[src/rtl/pipe_pkg.sv]
// Shared constants and next-state selection for the inter-stage pipeline registers.
// Exception codes follow the MIPS Cause.ExcCode numbering.
package pipe_pkg;

  localparam logic [31:0] PC_RESET_VAL  = 32'h0000_3000;
  localparam logic [31:0] NOP_INSTR_VAL = 32'h0000_0000;
  localparam int          EXC_W         = 5;

  localparam logic [EXC_W-1:0] EXC_NONE = 5'd0;
  localparam logic [EXC_W-1:0] EXC_INT  = 5'd0;
  localparam logic [EXC_W-1:0] EXC_ADEL = 5'd4;
  localparam logic [EXC_W-1:0] EXC_ADES = 5'd5;
  localparam logic [EXC_W-1:0] EXC_RI   = 5'd10;
  localparam logic [EXC_W-1:0] EXC_OV   = 5'd12;

  typedef enum logic [1:0] {
    SEL_RESET,
    SEL_BUBBLE,
    SEL_HOLD,
    SEL_LOAD
  } stage_sel_e;

  // Priority: reset > flush > stall > load; an invalid upstream entry loads as a bubble.
  function automatic stage_sel_e pick_sel(input logic rst, input logic flush,
                                          input logic stall, input logic vld);
    if (rst)        return SEL_RESET;
    else if (flush) return SEL_BUBBLE;
    else if (stall) return SEL_HOLD;
    else if (!vld)  return SEL_BUBBLE;
    else            return SEL_LOAD;
  endfunction

endpackage

[src/rtl/pipe_stage_reg_if.sv]
// Stage-boundary bundle: valid bit plus instruction, PC, payload, exception code and delay-slot flag.
interface pipe_stage_reg_if #(
  parameter int PAYLOAD_W = 96,
  parameter int EXC_W     = pipe_pkg::EXC_W
);
  logic                 valid;
  logic [31:0]          instr;
  logic [31:0]          pc;
  logic [PAYLOAD_W-1:0] payload;
  logic [EXC_W-1:0]     exc;
  logic                 bd;

  modport master (output valid, instr, pc, payload, exc, bd);
  modport slave  (input  valid, instr, pc, payload, exc, bd);
endinterface

[src/rtl/pipe_sat_cnt.sv]
// Saturating up-counter with synchronous clear; sticks at all-ones instead of wrapping.
module pipe_sat_cnt #(
  parameter int W = 32
) (
  input  logic         clk,
  input  logic         reset,
  input  logic         inc_i,
  input  logic         clr_i,
  output logic [W-1:0] cnt_o
);

  logic [W-1:0] cnt_d;
  logic [W-1:0] cnt_q;

  always_comb begin
    cnt_d = cnt_q;
    if (reset || clr_i) begin
      cnt_d = '0;
    end else if (inc_i && (cnt_q != '1)) begin
      cnt_d = cnt_q + 1'b1;
    end
  end

  always_ff @(posedge clk) begin
    cnt_q <= cnt_d;
  end

  assign cnt_o = cnt_q;

endmodule

[src/rtl/pipe_stage_reg.sv]
// Inter-stage pipeline register with stall/hold, flush/bubble and held status; 1-cycle latency.
// Define PIPE_PERF_EN to build the consecutive-stall and bubble counters; otherwise they read 0.
module pipe_stage_reg
  import pipe_pkg::*;
#(
  parameter int          PAYLOAD_W = 96,
  parameter logic [31:0] PC_RST    = PC_RESET_VAL,
  parameter logic [31:0] NOP_INSTR = NOP_INSTR_VAL,
  parameter int          EXC_W     = pipe_pkg::EXC_W
) (
  input  logic              clk,
  input  logic              reset,
  input  logic              stall_i,
  input  logic              flush_i,
  pipe_stage_reg_if.slave   up,
  pipe_stage_reg_if.master  dn,
  output logic              held_o,
  output logic [31:0]       stall_cnt_o,
  output logic [31:0]       bubble_cnt_o
);

  stage_sel_e sel;

  logic                 valid_d,   valid_q;
  logic [31:0]          instr_d,   instr_q;
  logic [31:0]          pc_d,      pc_q;
  logic [PAYLOAD_W-1:0] payload_d, payload_q;
  logic [EXC_W-1:0]     exc_d,     exc_q;
  logic                 bd_d,      bd_q;
  logic                 held_d,    held_q;

  assign sel = pick_sel(reset, flush_i, stall_i, up.valid);

  always_comb begin
    valid_d   = valid_q;
    instr_d   = instr_q;
    pc_d      = pc_q;
    payload_d = payload_q;
    exc_d     = exc_q;
    bd_d      = bd_q;
    held_d    = 1'b0;
    case (sel)
      SEL_RESET: begin
        valid_d   = 1'b0;
        instr_d   = NOP_INSTR;
        pc_d      = PC_RST;
        payload_d = '0;
        exc_d     = EXC_W'(EXC_NONE);
        bd_d      = 1'b0;
      end
      // A bubble keeps pc/bd so the EPC of a squashed slot still points at the right place.
      SEL_BUBBLE: begin
        valid_d   = 1'b0;
        instr_d   = NOP_INSTR;
        pc_d      = up.pc;
        payload_d = '0;
        exc_d     = EXC_W'(EXC_NONE);
        bd_d      = up.bd;
      end
      SEL_HOLD: begin
        held_d    = 1'b1;
      end
      default: begin
        valid_d   = 1'b1;
        instr_d   = up.instr;
        pc_d      = up.pc;
        payload_d = up.payload;
        exc_d     = up.exc;
        bd_d      = up.bd;
      end
    endcase
  end

  always_ff @(posedge clk) begin
    valid_q   <= valid_d;
    instr_q   <= instr_d;
    pc_q      <= pc_d;
    payload_q <= payload_d;
    exc_q     <= exc_d;
    bd_q      <= bd_d;
    held_q    <= held_d;
  end

  assign dn.valid   = valid_q;
  assign dn.instr   = instr_q;
  assign dn.pc      = pc_q;
  assign dn.payload = payload_q;
  assign dn.exc     = exc_q;
  assign dn.bd      = bd_q;
  assign held_o     = held_q;

`ifdef PIPE_PERF_EN
  logic stall_edge;
  logic bubble_edge;

  assign stall_edge  = (sel == SEL_HOLD);
  assign bubble_edge = (sel == SEL_BUBBLE);

  pipe_sat_cnt #(.W(32)) u_stall_cnt (
    .clk   (clk),
    .reset (reset),
    .inc_i (stall_edge),
    .clr_i (!stall_edge),
    .cnt_o (stall_cnt_o)
  );

  pipe_sat_cnt #(.W(32)) u_bubble_cnt (
    .clk   (clk),
    .reset (reset),
    .inc_i (bubble_edge),
    .clr_i (1'b0),
    .cnt_o (bubble_cnt_o)
  );
`else
  assign stall_cnt_o  = 32'h0;
  assign bubble_cnt_o = 32'h0;
`endif

endmodule

[src/flat_wrapper.sv]
// flat-port wrapper written by rule: the top's interface ports become plain ports
module pipe_stage_reg_flat import pipe_pkg::*;
#(
  parameter int          PAYLOAD_W = 96,
  parameter logic [31:0] PC_RST    = PC_RESET_VAL,
  parameter logic [31:0] NOP_INSTR = NOP_INSTR_VAL,
  parameter int          EXC_W     = pipe_pkg::EXC_W
)
  (clk, reset, stall_i, flush_i, held_o, stall_cnt_o, bubble_cnt_o, up_valid, up_instr, up_pc, up_payload, up_exc, up_bd, dn_valid, dn_instr, dn_pc, dn_payload, dn_exc, dn_bd);
  pipe_stage_reg_if #(.PAYLOAD_W(PAYLOAD_W), .EXC_W(EXC_W)) up_i ();
  pipe_stage_reg_if #(.PAYLOAD_W(PAYLOAD_W), .EXC_W(EXC_W)) dn_i ();
  input  logic clk;
  input  logic reset;
  input  logic stall_i;
  input  logic flush_i;
  output logic held_o;
  output logic [31:0] stall_cnt_o;
  output logic [31:0] bubble_cnt_o;
  input wire logic [$bits(up_i.valid)-1:0] up_valid;
  input wire logic [$bits(up_i.instr)-1:0] up_instr;
  input wire logic [$bits(up_i.pc)-1:0] up_pc;
  input wire logic [$bits(up_i.payload)-1:0] up_payload;
  input wire logic [$bits(up_i.exc)-1:0] up_exc;
  input wire logic [$bits(up_i.bd)-1:0] up_bd;
  output wire logic [$bits(dn_i.valid)-1:0] dn_valid;
  output wire logic [$bits(dn_i.instr)-1:0] dn_instr;
  output wire logic [$bits(dn_i.pc)-1:0] dn_pc;
  output wire logic [$bits(dn_i.payload)-1:0] dn_payload;
  output wire logic [$bits(dn_i.exc)-1:0] dn_exc;
  output wire logic [$bits(dn_i.bd)-1:0] dn_bd;
  assign up_i.valid = up_valid;
  assign up_i.instr = up_instr;
  assign up_i.pc = up_pc;
  assign up_i.payload = up_payload;
  assign up_i.exc = up_exc;
  assign up_i.bd = up_bd;
  assign dn_valid = dn_i.valid;
  assign dn_instr = dn_i.instr;
  assign dn_pc = dn_i.pc;
  assign dn_payload = dn_i.payload;
  assign dn_exc = dn_i.exc;
  assign dn_bd = dn_i.bd;
  pipe_stage_reg #(.PAYLOAD_W(PAYLOAD_W), .PC_RST(PC_RST), .NOP_INSTR(NOP_INSTR), .EXC_W(EXC_W)) u_core (.clk(clk), .reset(reset), .stall_i(stall_i), .flush_i(flush_i), .up(up_i), .dn(dn_i), .held_o(held_o), .stall_cnt_o(stall_cnt_o), .bubble_cnt_o(bubble_cnt_o));
endmodule
[config.mk]
export PLATFORM = sky130hd
export DESIGN_NAME = pipe_stage_reg_flat
export DESIGN_NICKNAME = d
export VERILOG_FILES = /design/src/rtl/pipe_pkg.sv /design/src/rtl/pipe_stage_reg_if.sv /design/src/rtl/pipe_sat_cnt.sv /design/src/rtl/pipe_stage_reg.sv /design/src/flat_wrapper.sv
export SDC_FILE = /design/constraint.sdc
export NUM_CORES = 1
export LEC_CHECK = 0
export ABC_CLOCK_PERIOD_IN_PS = 5750
export CELL_PAD_IN_SITES_DETAIL_PLACEMENT = 1
export CELL_PAD_IN_SITES_GLOBAL_PLACEMENT = 1
export CORE_MARGIN = 5
export CORE_UTILIZATION = 31
export CTS_BUF_LIST = sky130_fd_sc_hd__clkbuf_4 sky130_fd_sc_hd__clkbuf_8
export DETAILED_ROUTE_END_ITERATION = 7
export PLACE_DENSITY = 0.86
export SLEW_MARGIN = 20
export SYNTH_ARGS = -nofsm -noshare
export SYNTH_HDL_FRONTEND = slang
export SYNTH_SLANG_ARGS = --single-unit
[constraint.sdc]
create_clock -name clk -period 5.75 [get_ports clk]
set_input_delay 0.8625 -clock clk [delete_from_list [all_inputs] [get_ports clk]]
set_output_delay 0.8625 -clock clk [all_outputs]
set_load 0.1 [all_outputs]
# Word-level counts from Yosys, hierarchy flattened
# Index checks and enable logic that the tools add are counted.
word_totals:
  output_inout_bits: 232
  input_bits: 171
  register_bits: 168
  wordCells: 22
op_classes:
  reduce_logical: 2
  eq_ne: 2
  n_mux: 11
op_table:
  columns: ["op", "n"]
  rows:
  - ["$pmux W96 S2", 1]
  - ["$pmux W32 S2", 2]
  - ["$pmux W5 S2", 1]
  - ["$mux W2", 4]
  - ["$pmux W1 S2", 2]
  - ["$eq A2 B1 Y1 const B", 1]
  - ["$eq A2 B2 Y1 const B", 1]
  - ["$logic_not A2 Y1", 1]
  - ["$reduce_or A2 Y1", 1]
  - ["$mux W1", 1]

# Longest topological paths before layout
logic_depth:
  word_depth: 7
  depth_mapped: 5
  depth_no_buf: 2

# Worst setup path before layout
# Ideal clock, no wire load.
synth_path:
  kind: "input port to flip-flop"
  start: "in flush_i"
  end: "reg u_core.bd_q (netlist: u_core.dn.bd), enable pin"
  arrival_time_ns: 3.692
  required_ns: 4.373
  path_buffers: 0
  path_stages: 2
  setup_time_ns: 1.377
  slack_ns: 0.681
  path_cell_list: "nor2_1 -> nand2_1"
synth_via:
  elab_chain_len: 3
synth_lines:
  columns: ["element", "line", "source"]
  rows:
  - ["start: declaration", "flat_wrapper.sv:15", "input logic flush_i;"]
  - ["$mux W2", "pipe_pkg.sv:27", "else if (flush) return SEL_BUBBLE;"]
  - ["$mux W2", "pipe_pkg.sv:26", "if (rst) return SEL_RESET;"]
  - ["$eq A2 B2 Y1", "pipe_stage_reg.sv:42", "case (sel)"]
  - ["end signal: assignment", "pipe_stage_reg.sv:80", "bd_q <= bd_d;"]
  - ["end: declaration", "pipe_stage_reg.sv:29", "logic bd_d, bd_q;"]
# No other way between the ends.
# A chain may end at the register's enable or synchronous reset.

# Worst setup path after layout
layout_path:
  start: "in reset"
  end: "reg u_core.instr_q[20] (netlist: u_core.dn.instr[20]), enable pin"
layout_via:
  elab_chain_len: 2
layout_lines:
  columns: ["element", "line", "source"]
  rows:
  - ["start: declaration", "flat_wrapper.sv:13", "input logic reset;"]
  - ["$mux W2", "pipe_pkg.sv:26", null]
  - ["$eq A2 B2 Y1", "pipe_stage_reg.sv:42", null]
  - ["end signal: assignment", "pipe_stage_reg.sv:76", "instr_q <= instr_d;"]
  - ["end: declaration", "pipe_stage_reg.sv:25", "logic [31:0] instr_d, instr_q;"]
# No other way between the ends.

==> impl_metrics.ini <==
[worst_setup_path]
critPathLaunchType = input port
worst_setup_path_end_kind = register
startpoint = reset
slowest_stage = sky130_fd_sc_hd__clkdlybuf4s50_1
critical_path_required_ps = 5840
critical-path-top-delay-family = buffers and inverters
max_stage_delay_ps = 890
path_max_fanout = 72
critical_path_buf_inv_count = 2
crit_path_cells = clkdlybuf4s50_1 > nor2_1 > nand2_4 > buf_12
worst_path_class_setup = input port to register
critPathArrivalTime_ps = 3240
timing.critical_path.depth = 4

[yosys]
yosys.area_share.adder_pct = 0
ys.warnings.count = 0
netlist_area_sq_mm = 0.007247
post_synth_xor_area_fraction_pct = 0
synth.area.mux_share_pct = 0
syn-instance-count = 437
combinational_family_with_the_most_area_after_synthesis = simple AND/OR/NAND/NOR gates
compound_cell_area_share_of_the_yosys_netlist_pct = 0
synth.distinct_cells = 16
postSynthAreaPerCell_sq_um = 16.58
ys_seq_area_share_pct = 69.48
synth_seq_cells = 168
synth-simple-area-share_pct = 21.12

[clock_tree]
tritoncts = done
post_cts_resized = 0
clkSinkCount = 168
cts-htree-levels = 4
hold_bufs_at_cts = 0
ctsRootBufferMaster = sky130_fd_sc_hd__clkbuf_8
clk_pin_slew_worst_paths_ps = 90
cts_setup_buffers = 0
ctsLongestPathBuffers = 2
number_of_buffers_created_by_cts = 17

[floorplanning]
floorplan.rows = 56
starting_density_of_the_core_pct = 31.15
fp.dieArea_sq_mm = 0.02653
floorplan.core_area_sq_mm = 0.02326
die_y_extent_um = 162.9
io_pins = 403
die_x_extent_um = 162.9

[cells_and_area]
layout_common_cells = sky130_fd_sc_hd__clkdlybuf4s50_1 (338), sky130_fd_sc_hd__edfxtp_1 (167), sky130_fd_sc_hd__nor3b_1 (74)
layout_filler_cell_count = 2363
layout.area.seq_sq_mm = 0.005035
multiInputGateArea_sq_mm = 0.001785
final_layout_size_suffix_gt1_share_pct = 12.97
layout_commonest_cell = sky130_fd_sc_hd__clkdlybuf4s50_1
final_nets = 937
area_growth_pct = 53.07

[pwr]
powerDensity_mw_per_mm2 = 323.6
power.static_leakage_nw = 3.982
vdd_drop_max_v = 0.0001413
p_total_mw = 3.590

[timing]
timing.final.setup_violations = 0
setup-tns-final_ps = 0
final_max_slew_viol_count = 0
slew_headroom_pct = 29.99
finalWorstPathRequiredPeriod_ps = 3146
fmax_mhz = 317.9
tightest_slew_ps = 1047
grt_setup_unrepaired = false
fin_ws_ps = 2604
holdWs_ps = 1053
final_hold_viol_count = 0
finalCritPeriodShare_pct = 54.71

[min_path]
worst_hold_path_type = input port to register
hold_path.startpoint = up_pc[13]
hold_end = u_core.dn.pc[13]
hold_path_depth = 2

[global_routing]
global_route_wire_length_before_repair_um = 30750
grt_start_max_net_pins = 135
antenna_found_initial = 1
globalRouteOverflowTotal = 0
grt_pass1_vias = 5104
grt.total_usage_pct = 15.42

[detailed_routing]
routedWlPerCell_um = 19.59
firstDrtPassIters = 4
avgViaCountPerCell = 4.296
route.vias.total = 4721
drt-initial-drc-count = 275
finalWirelength_um = 21530
postRouteAntennaNets = 0
post-route-drc-count = 0

[placed_design]
hpwl_um = 15760
post-place-ws_ps = 2153
gp_congestion = 0.7296
place.port_buffers = 338

[run]
maxCapViolations = 0

[outcome]
outcome = finished, final reports clean
## layout make-up
type | instances | share of cell area [%]
Tap cell | 319 | 3.598
Clock buffer | 19 | 2.245
Multi-Input combinational cell | 236 | 16.10
Timing Repair Buffer | 343 | 31.18
Clock inverter | 13 | 1.478
Sequential cell | 168 | 45.39
Antenna cell | 1 | 0.02256
## flip-flops by register name (all words and copies together), names as in the netlist
name / count
u_core.dn.payload: 96
u_core.dn.instr: 32
u_core.dn.pc: 32
u_core.dn.exc: 5
u_core.dn.bd: 1
u_core.dn.valid: 1
u_core.held_o: 1
## how the worst max path moves through the flow
stage / slack [ps] / end
finish: 2600 / u_core.dn.instr[20]
global route: 2450 / u_core.dn.instr[20]
CTS: 2660 / u_core.dn.payload[32]
detailed placement: 2150 / u_core.dn.instr[24]
global placement: 2280 / u_core.dn.payload[32]
floorplan: 680 / u_core.dn.bd
## power breakdown
part	internal, mW	leakage, nW	total (mW)	switching [mW]
clock	0.410	0.203	0.888	0.478
combinational	0.277	1.88	1.24	0.959
sequential	1.44	1.90	1.47	0.0272
total	2.13	3.98	3.59	1.46
## through the flow
stage                     cells  util, %  cell area, sq um
final                      1099    47.69             11090
after global routing       1099    47.69             11090
after CTS                  1098    47.68             11090
after detailed placement   1066    45.90             10680
after global placement     1066    45.90             10680
after floorplan             500        -              7483
## routing by layer
layer  vias to the layer above  share of wire [%]  GRT usage [%]
met5                         -                  0              0
met4                         0                1.4          4.956
met3                        14                9.6          6.201
met2                       261                 52          27.77
met1                      2324                 37          16.47
li1                       2122                  -              -
## kinds of logic (layout without fill, tap and decap cells)
group                  after synthesis  after routing
buffers and inverters               96            375
DFF                                168            168
and+or+nand+nor                    172            172
other                                1             65
## synth_stat cells, drive strengths merged
library cell / count / area (sq um)
buf: 86 / 640.6
nand2: 1 / 3.750
conb: 1 / 3.750
edfxtp: 167 / 5015
nor2: 3 / 13.77
or2: 3 / 18.77
dfxtp: 1 / 20.02
clkbuf: 10 / 37.54
and2: 1 / 6.260
nor2b: 31 / 193.9
nor3b: 133 / 1294
(Power assumes the default switching activity.)
